<file path="src/rtl/apb_pkg.sv">
// Shared APB types and the bridge FSM encoding.
// Bus widths are fixed at 32-bit address/data with 4 byte strobes.
package apb_pkg;

  localparam int ADDR_W = 32;
  localparam int DATA_W = 32;
  localparam int STRB_W = DATA_W / 8;
  localparam int WCNT_W = 16;

  typedef logic [ADDR_W-1:0] addr_t;
  typedef logic [DATA_W-1:0] data_t;
  typedef logic [STRB_W-1:0] strb_t;
  typedef logic [WCNT_W-1:0] wcnt_t;

  typedef enum logic [1:0] {
    ST_IDLE   = 2'd0,
    ST_SETUP  = 2'd1,
    ST_ACCESS = 2'd2
  } apb_mst_state_e;

  // Wait counter sticks at all-ones instead of wrapping.
  function automatic wcnt_t sat_inc(input wcnt_t v);
    return (v == '1) ? v : v + wcnt_t'(1);
  endfunction

endpackage

</file>
<file path="src/rtl/apb_if.sv">
// APB3/APB4 bus bundle between one master and one slave.
interface apb_if;
  import apb_pkg::*;

  logic  PSEL;
  logic  PENABLE;
  addr_t PADDR;
  logic  PWRITE;
  data_t PWDATA;
  strb_t PSTRB;
  logic  PREADY;
  data_t PRDATA;
  logic  PSLVERR;

  modport mst_mp (
    output PSEL, PENABLE, PADDR, PWRITE, PWDATA, PSTRB,
    input  PREADY, PRDATA, PSLVERR
  );

  modport slv_mp (
    input  PSEL, PENABLE, PADDR, PWRITE, PWDATA, PSTRB,
    output PREADY, PRDATA, PSLVERR
  );
endinterface

</file>
<file path="src/rtl/apb_master_bridge.sv">
// Single-outstanding command/response to APB master bridge with a sticky
// wait-state timeout flag; the transfer always runs to PREADY.
module apb_master_bridge
  import apb_pkg::*;
#(
  parameter int TIMEOUT = 256
) (
  input  logic   PCLK,
  input  logic   PRESETn,
  input  logic   cmd_valid,
  output logic   cmd_ready,
  input  logic   cmd_write,
  input  addr_t  cmd_addr,
  input  data_t  cmd_wdata,
  input  strb_t  cmd_strb,
  output logic   rsp_valid,
  input  logic   rsp_ready,
  output data_t  rsp_rdata,
  output logic   rsp_slverr,
  output logic   timeout_err,
  apb_if.mst_mp  apb
);

  localparam wcnt_t TO_CNT = wcnt_t'(TIMEOUT);

  apb_mst_state_e r_state, w_state_nxt;

  addr_t r_addr;
  logic  r_write;
  data_t r_wdata;
  strb_t r_strb;
  wcnt_t r_wait_cnt;
  logic  r_rsp_valid;
  data_t r_rsp_rdata;
  logic  r_rsp_slverr;
  logic  r_timeout;

  logic  w_cmd_hs;
  logic  w_done;
  logic  w_stall;
  wcnt_t w_cnt_inc;
  logic  w_to_set;

  assign w_cmd_hs  = cmd_valid && cmd_ready;
  assign w_done    = (r_state == ST_ACCESS) && apb.PREADY;
  assign w_stall   = (r_state == ST_ACCESS) && !apb.PREADY;
  assign w_cnt_inc = sat_inc(r_wait_cnt);
  assign w_to_set  = w_stall && (w_cnt_inc == TO_CNT);

  always_ff @(posedge PCLK or negedge PRESETn) begin
    if (!PRESETn) r_state <= ST_IDLE;
    else          r_state <= w_state_nxt;
  end

  always_comb begin
    w_state_nxt = r_state;
    unique case (r_state)
      ST_IDLE:   if (w_cmd_hs) w_state_nxt = ST_SETUP;
      ST_SETUP:  w_state_nxt = ST_ACCESS;
      ST_ACCESS: if (apb.PREADY) w_state_nxt = ST_IDLE;
      default:   w_state_nxt = ST_IDLE;
    endcase
  end

  // Command capture: reads present zero data and zero strobes on the bus.
  always_ff @(posedge PCLK or negedge PRESETn) begin
    if (!PRESETn) begin
      r_addr  <= '0;
      r_write <= 1'b0;
      r_wdata <= '0;
      r_strb  <= '0;
    end else if (w_cmd_hs) begin
      r_addr  <= cmd_addr;
      r_write <= cmd_write;
      r_wdata <= cmd_write ? cmd_wdata : '0;
      r_strb  <= cmd_write ? cmd_strb  : '0;
    end
  end

  always_ff @(posedge PCLK or negedge PRESETn) begin
    if (!PRESETn) begin
      r_wait_cnt <= '0;
    end else if (r_state == ST_SETUP) begin
      r_wait_cnt <= '0;
    end else if (w_stall) begin
      r_wait_cnt <= w_cnt_inc;
    end
  end

  // Set has priority over the handshake clear.
  always_ff @(posedge PCLK or negedge PRESETn) begin
    if (!PRESETn)      r_timeout <= 1'b0;
    else if (w_to_set) r_timeout <= 1'b1;
    else if (w_cmd_hs) r_timeout <= 1'b0;
  end

  always_ff @(posedge PCLK or negedge PRESETn) begin
    if (!PRESETn) begin
      r_rsp_valid  <= 1'b0;
      r_rsp_rdata  <= '0;
      r_rsp_slverr <= 1'b0;
    end else if (w_done) begin
      r_rsp_valid  <= 1'b1;
      r_rsp_rdata  <= r_write ? '0 : apb.PRDATA;
      r_rsp_slverr <= apb.PSLVERR;
    end else if (r_rsp_valid && rsp_ready) begin
      r_rsp_valid  <= 1'b0;
    end
  end

  assign cmd_ready   = (r_state == ST_IDLE) && !r_rsp_valid;
  assign rsp_valid   = r_rsp_valid;
  assign rsp_rdata   = r_rsp_rdata;
  assign rsp_slverr  = r_rsp_slverr;
  assign timeout_err = r_timeout;

  assign apb.PSEL    = (r_state != ST_IDLE);
  assign apb.PENABLE = (r_state == ST_ACCESS);
  assign apb.PADDR   = r_addr;
  assign apb.PWRITE  = r_write;
  assign apb.PWDATA  = r_wdata;
  assign apb.PSTRB   = r_strb;

endmodule

</file>
<file path="src/flat_wrapper.sv">
// flat-port wrapper written by rule: the top's interface ports become plain ports
module apb_master_bridge_flat import apb_pkg::*;
#(
  parameter int TIMEOUT = 256
)
  (PCLK, PRESETn, cmd_valid, cmd_ready, cmd_write, cmd_addr, cmd_wdata, cmd_strb, rsp_valid, rsp_ready, rsp_rdata, rsp_slverr, timeout_err, apb_PSEL, apb_PENABLE, apb_PADDR, apb_PWRITE, apb_PWDATA, apb_PSTRB, apb_PREADY, apb_PRDATA, apb_PSLVERR);
  apb_if apb_i ();
  input  logic PCLK;
  input  logic PRESETn;
  input  logic cmd_valid;
  output logic cmd_ready;
  input  logic cmd_write;
  input  addr_t cmd_addr;
  input  data_t cmd_wdata;
  input  strb_t cmd_strb;
  output logic rsp_valid;
  input  logic rsp_ready;
  output data_t rsp_rdata;
  output logic rsp_slverr;
  output logic timeout_err;
  output wire logic [$bits(apb_i.PSEL)-1:0] apb_PSEL;
  output wire logic [$bits(apb_i.PENABLE)-1:0] apb_PENABLE;
  output wire logic [$bits(apb_i.PADDR)-1:0] apb_PADDR;
  output wire logic [$bits(apb_i.PWRITE)-1:0] apb_PWRITE;
  output wire logic [$bits(apb_i.PWDATA)-1:0] apb_PWDATA;
  output wire logic [$bits(apb_i.PSTRB)-1:0] apb_PSTRB;
  input wire logic [$bits(apb_i.PREADY)-1:0] apb_PREADY;
  input wire logic [$bits(apb_i.PRDATA)-1:0] apb_PRDATA;
  input wire logic [$bits(apb_i.PSLVERR)-1:0] apb_PSLVERR;
  assign apb_PSEL = apb_i.PSEL;
  assign apb_PENABLE = apb_i.PENABLE;
  assign apb_PADDR = apb_i.PADDR;
  assign apb_PWRITE = apb_i.PWRITE;
  assign apb_PWDATA = apb_i.PWDATA;
  assign apb_PSTRB = apb_i.PSTRB;
  assign apb_i.PREADY = apb_PREADY;
  assign apb_i.PRDATA = apb_PRDATA;
  assign apb_i.PSLVERR = apb_PSLVERR;
  apb_master_bridge #(.TIMEOUT(TIMEOUT)) u_core (.PCLK(PCLK), .PRESETn(PRESETn), .cmd_valid(cmd_valid), .cmd_ready(cmd_ready), .cmd_write(cmd_write), .cmd_addr(cmd_addr), .cmd_wdata(cmd_wdata), .cmd_strb(cmd_strb), .rsp_valid(rsp_valid), .rsp_ready(rsp_ready), .rsp_rdata(rsp_rdata), .rsp_slverr(rsp_slverr), .timeout_err(timeout_err), .apb(apb_i));
endmodule
</file>
<file path="config.mk">
export PLATFORM = sky130hd
export DESIGN_NAME = apb_master_bridge_flat
export DESIGN_NICKNAME = d
export VERILOG_FILES = /design/src/rtl/apb_pkg.sv /design/src/rtl/apb_if.sv /design/src/rtl/apb_master_bridge.sv /design/src/flat_wrapper.sv
export SDC_FILE = /design/constraint.sdc
export NUM_CORES = 1
export LEC_CHECK = 0
export CELL_PAD_IN_SITES_DETAIL_PLACEMENT = 0
export CELL_PAD_IN_SITES_GLOBAL_PLACEMENT = 1
export CORE_MARGIN = 8
export CORE_UTILIZATION = 50
export CTS_CLUSTER_SIZE = 40
export DETAILED_ROUTE_END_ITERATION = 16
export DONT_BUFFER_PORTS = 1
export MAX_ROUTING_LAYER = met4
export PLACE_DENSITY = 0.95
export SYNTH_ARGS = -nofsm -noshare
export SYNTH_HDL_FRONTEND = slang
export SYNTH_SLANG_ARGS = --single-unit
</file>
<file path="constraint.sdc">
create_clock -name PCLK -period 4.05 [get_ports PCLK]
set_clock_uncertainty 0.2 [all_clocks]
set_input_delay 0.81 -clock PCLK [delete_from_list [all_inputs] [get_ports PCLK]]
set_output_delay 0.81 -clock PCLK [all_outputs]
set_load 0.01 [all_outputs]
</file>
==> metrics <==
Post-synth EDFFs=0; Yosys warnings=0; GRT Util Overall=0.193; total congestion overflow=0; Post-DRT Antenna Nets=0; post-DR wirelength/cell=20.4 um; Die ar.=14600 um2; synthesized area=5490 um2; Max-Cap Viols=0; I/O Pins=214; Worst setup SP type=register; port bufs=0; critical path's slowest cell=nand2_4; H-tree levels=4; critical path class=register to register; clock tree sinks=122; FP Rows=38; Max Clk Rate=378 MHz; final core occ=0.564; DP HPWL=9.89 mm; RSZ-0062 raised after global routing=no; CTS tree=done; Resize count post-CTS=0; synthesized area per cell=10.0 um2; # fillers=897; Reg2Reg Depth=4; Slew headroom=0.301; Lkg Pwr=0.00268 uW; Slew Limit Fails=0; R2R Setup Slk=1.41 ns; Worst VDD drop=414 uV; final clock period utilization by the worst path=0.653; area delta synth->final=11.0%; status=completed; TNS Setup=0 ns; Hold Path Class=input pin to async pin; worst skew pair latency=0.50 ns; Core Region=10800 um2; Worst-Margin Slew=1.05 ns; total power=4590 uW; cell breakdown of the critical path=or2_1 -> nor2_1 -> nand2_4 -> mux2_2; CP peak stage delay=0.62 ns; Seq cells post-synth=122; Layout Nets=634; initial antenna violation count=1; Initial Utilization=0.508; final RePlAce weighted congestion=0.859; clk buf depth=2; Inst Count DP=646; vias=3893; syn nets=655; Setup violations, final=0; CP Data Arrival Time=2.83 ns; Root Driver=clkbuf_8; Netlist cell types=49; layout cells sized above 1=0.137; DRC viols=0; CP Capture Type=register; PwrDens=754 nW/um2; final instance area=6090 um2; post-DR vias/cell=5.73; Async S/R FF share, synth=1.00; first-pass GRT wire length=21.4 mm; total wire length=13.9 mm; DR iter-0 viols=212; vias in the first global route=3920; largest net degree at the start of global routing=123; Post-Syn Instances=547; area of placed instances=5500 um2; Layout Cells excl Fill=680; Die W=121 um; Max FO, Critical Path=107; CTS clk-pin slew, worst paths=0.06 ns; Main synth FF type=dfrtp_1; DR pass1 iterations=4; CP required=4.23 ns; Die H=121 um; sequential element share of the synthesized area=0.557; Final Hold Fails=0; fin crit period=2.64 ns; Num CTS Buffers=17
## through the flow
step,hold WS (ns),setup WS [ns]
floorplan,0.306,2.04
global route,0.108,1.26
finish,0.0267,1.41
CTS,0.0919,1.36
detailed placement,0.320,1.37
global placement,0.320,1.49
## report_power, final
part | switching (uW) | internal (uW)
sequential | 568 | 1660
clock | 585 | 829
combinational | 534 | 415
total | 1690 | 2900
## final timing paths
kind                                       from                    to
min reg2reg                u_core.rsp_rdata[31]  u_core.rsp_rdata[31]
min in group PCLK                     rsp_ready      u_core.rsp_valid
max                           u_core.r_state[1]  u_core.apb.PADDR[17]
min                                     PRESETn  u_core.r_wait_cnt[4]
max in group asynchronous               PRESETn   u_core.rsp_rdata[7]
max reg2reg                   u_core.r_state[1]  u_core.apb.PADDR[17]
## area by class of cell
class,count,area [um2],area share
antenna,1,2.50,0.000411
clock buffer,18,418,0.0687
clock inverter,14,138,0.0226
inverter,8,30.0,0.00493
multi-input combinational,375,2240,0.367
sequential,122,3050,0.502
tap,140,175,0.0288
timing repair buffer,2,35.0,0.00576
## routing by layer
metal / share of wire / track usage / up-vias
li1: - / - / 1838
met1: 0.38 / 0.211 / 1878
met2: 0.52 / 0.314 / 164
met3: 0.096 / 0.0830 / 13
met4: 0.011 / 0.0554 / 0
met5: 0 / - / -
## critical path, delay by kind of cell, from the launching register on
kind / cells / cell delay (ns)
and+or+nand+nor: 3 / 1.29
muxes: 1 / 0.52
DFF: 1 / 0.46
## cell usage after synthesis, drive strengths merged (8+ instances only)
| cell type | count | area share |
|---|---|---|
| nand2b | 35 | 0.040 |
| inv | 8 | 0.0055 |
| nand4 | 8 | 0.013 |
| o21ai | 84 | 0.077 |
| nor2 | 12 | 0.0082 |
| clkbuf | 29 | 0.020 |
| nand3 | 9 | 0.0082 |
| nand2 | 118 | 0.081 |
| buf | 13 | 0.012 |
| and4 | 8 | 0.013 |
| dfrtp | 122 | 0.56 |
| mux2 | 35 | 0.072 |
## repair_timing
item | 4_1_cts | 5_1_grt
hold buffers | 1 | 0
hold endpoints to repair | 122 | 0
setup buffers | 0 | 0
## placed cells by master, fill, tap and decap left out, types with 2 or more instances in the layout
| master | synthesis | layout |
|---|---|---|
| dfrtp_1 | 122 | 122 |
| nand2_1 | 117 | 115 |
| o21ai_0 | 71 | 71 |
| nand2b_1 | 35 | 35 |
| mux2_2 | 29 | 29 |
| clkbuf_16 | 0 | 16 |
| o21ai_1 | 13 | 13 |
| nor2_1 | 12 | 12 |
| nand3_1 | 9 | 9 |
| and4_1 | 8 | 8 |
| inv_1 | 7 | 7 |
| nand4_1 | 6 | 6 |
| nor3_1 | 6 | 6 |
| a21oi_1 | 6 | 6 |
| a31oi_1 | 6 | 6 |
| mux2_1 | 6 | 6 |
| inv_6 | 0 | 6 |
| o31ai_1 | 5 | 5 |
| nor4_1 | 4 | 4 |
| clkinvlp_4 | 0 | 4 |
| a41oi_1 | 3 | 3 |
| and2_1 | 3 | 3 |
| xnor2_1 | 3 | 3 |
| nor2b_1 | 2 | 2 |
| and3_1 | 2 | 2 |
| nor4_4 | 2 | 2 |
| nand2_2 | 1 | 2 |
| a31o_2 | 2 | 2 |
| a22o_1 | 2 | 2 |
| o22ai_1 | 2 | 2 |
| mux2i_1 | 2 | 2 |
| o21a_1 | 2 | 2 |
## flip-flops by register name, indices dropped and copies added (netlist names)
signal              flops
u_core.apb.PADDR       32
u_core.r_state          2
u_core.rsp_rdata       32
u_core.timeout_err      1
u_core.apb.PWRITE       1
u_core.rsp_valid        1
u_core.apb.PWDATA      32
u_core.r_wait_cnt      16
u_core.rsp_slverr       1
u_core.apb.PSTRB        4
## cell families (layout without fill, tap and decap cells)
group / count (synthesis) / count (layout) / share of synthesized area
mux: 37 / 37 / 0.0755
simple gates: 213 / 213 / 0.194
compound gates: 120 / 120 / 0.127
other cells: 0 / 1 / 0
xor+xnor: 4 / 4 / 0.00639
flops: 122 / 122 / 0.557
buf+inv: 50 / 42 / 0.0376
fa+ha+maj: 1 / 1 / 0.00228
Power figures use the tool's default switching activity.
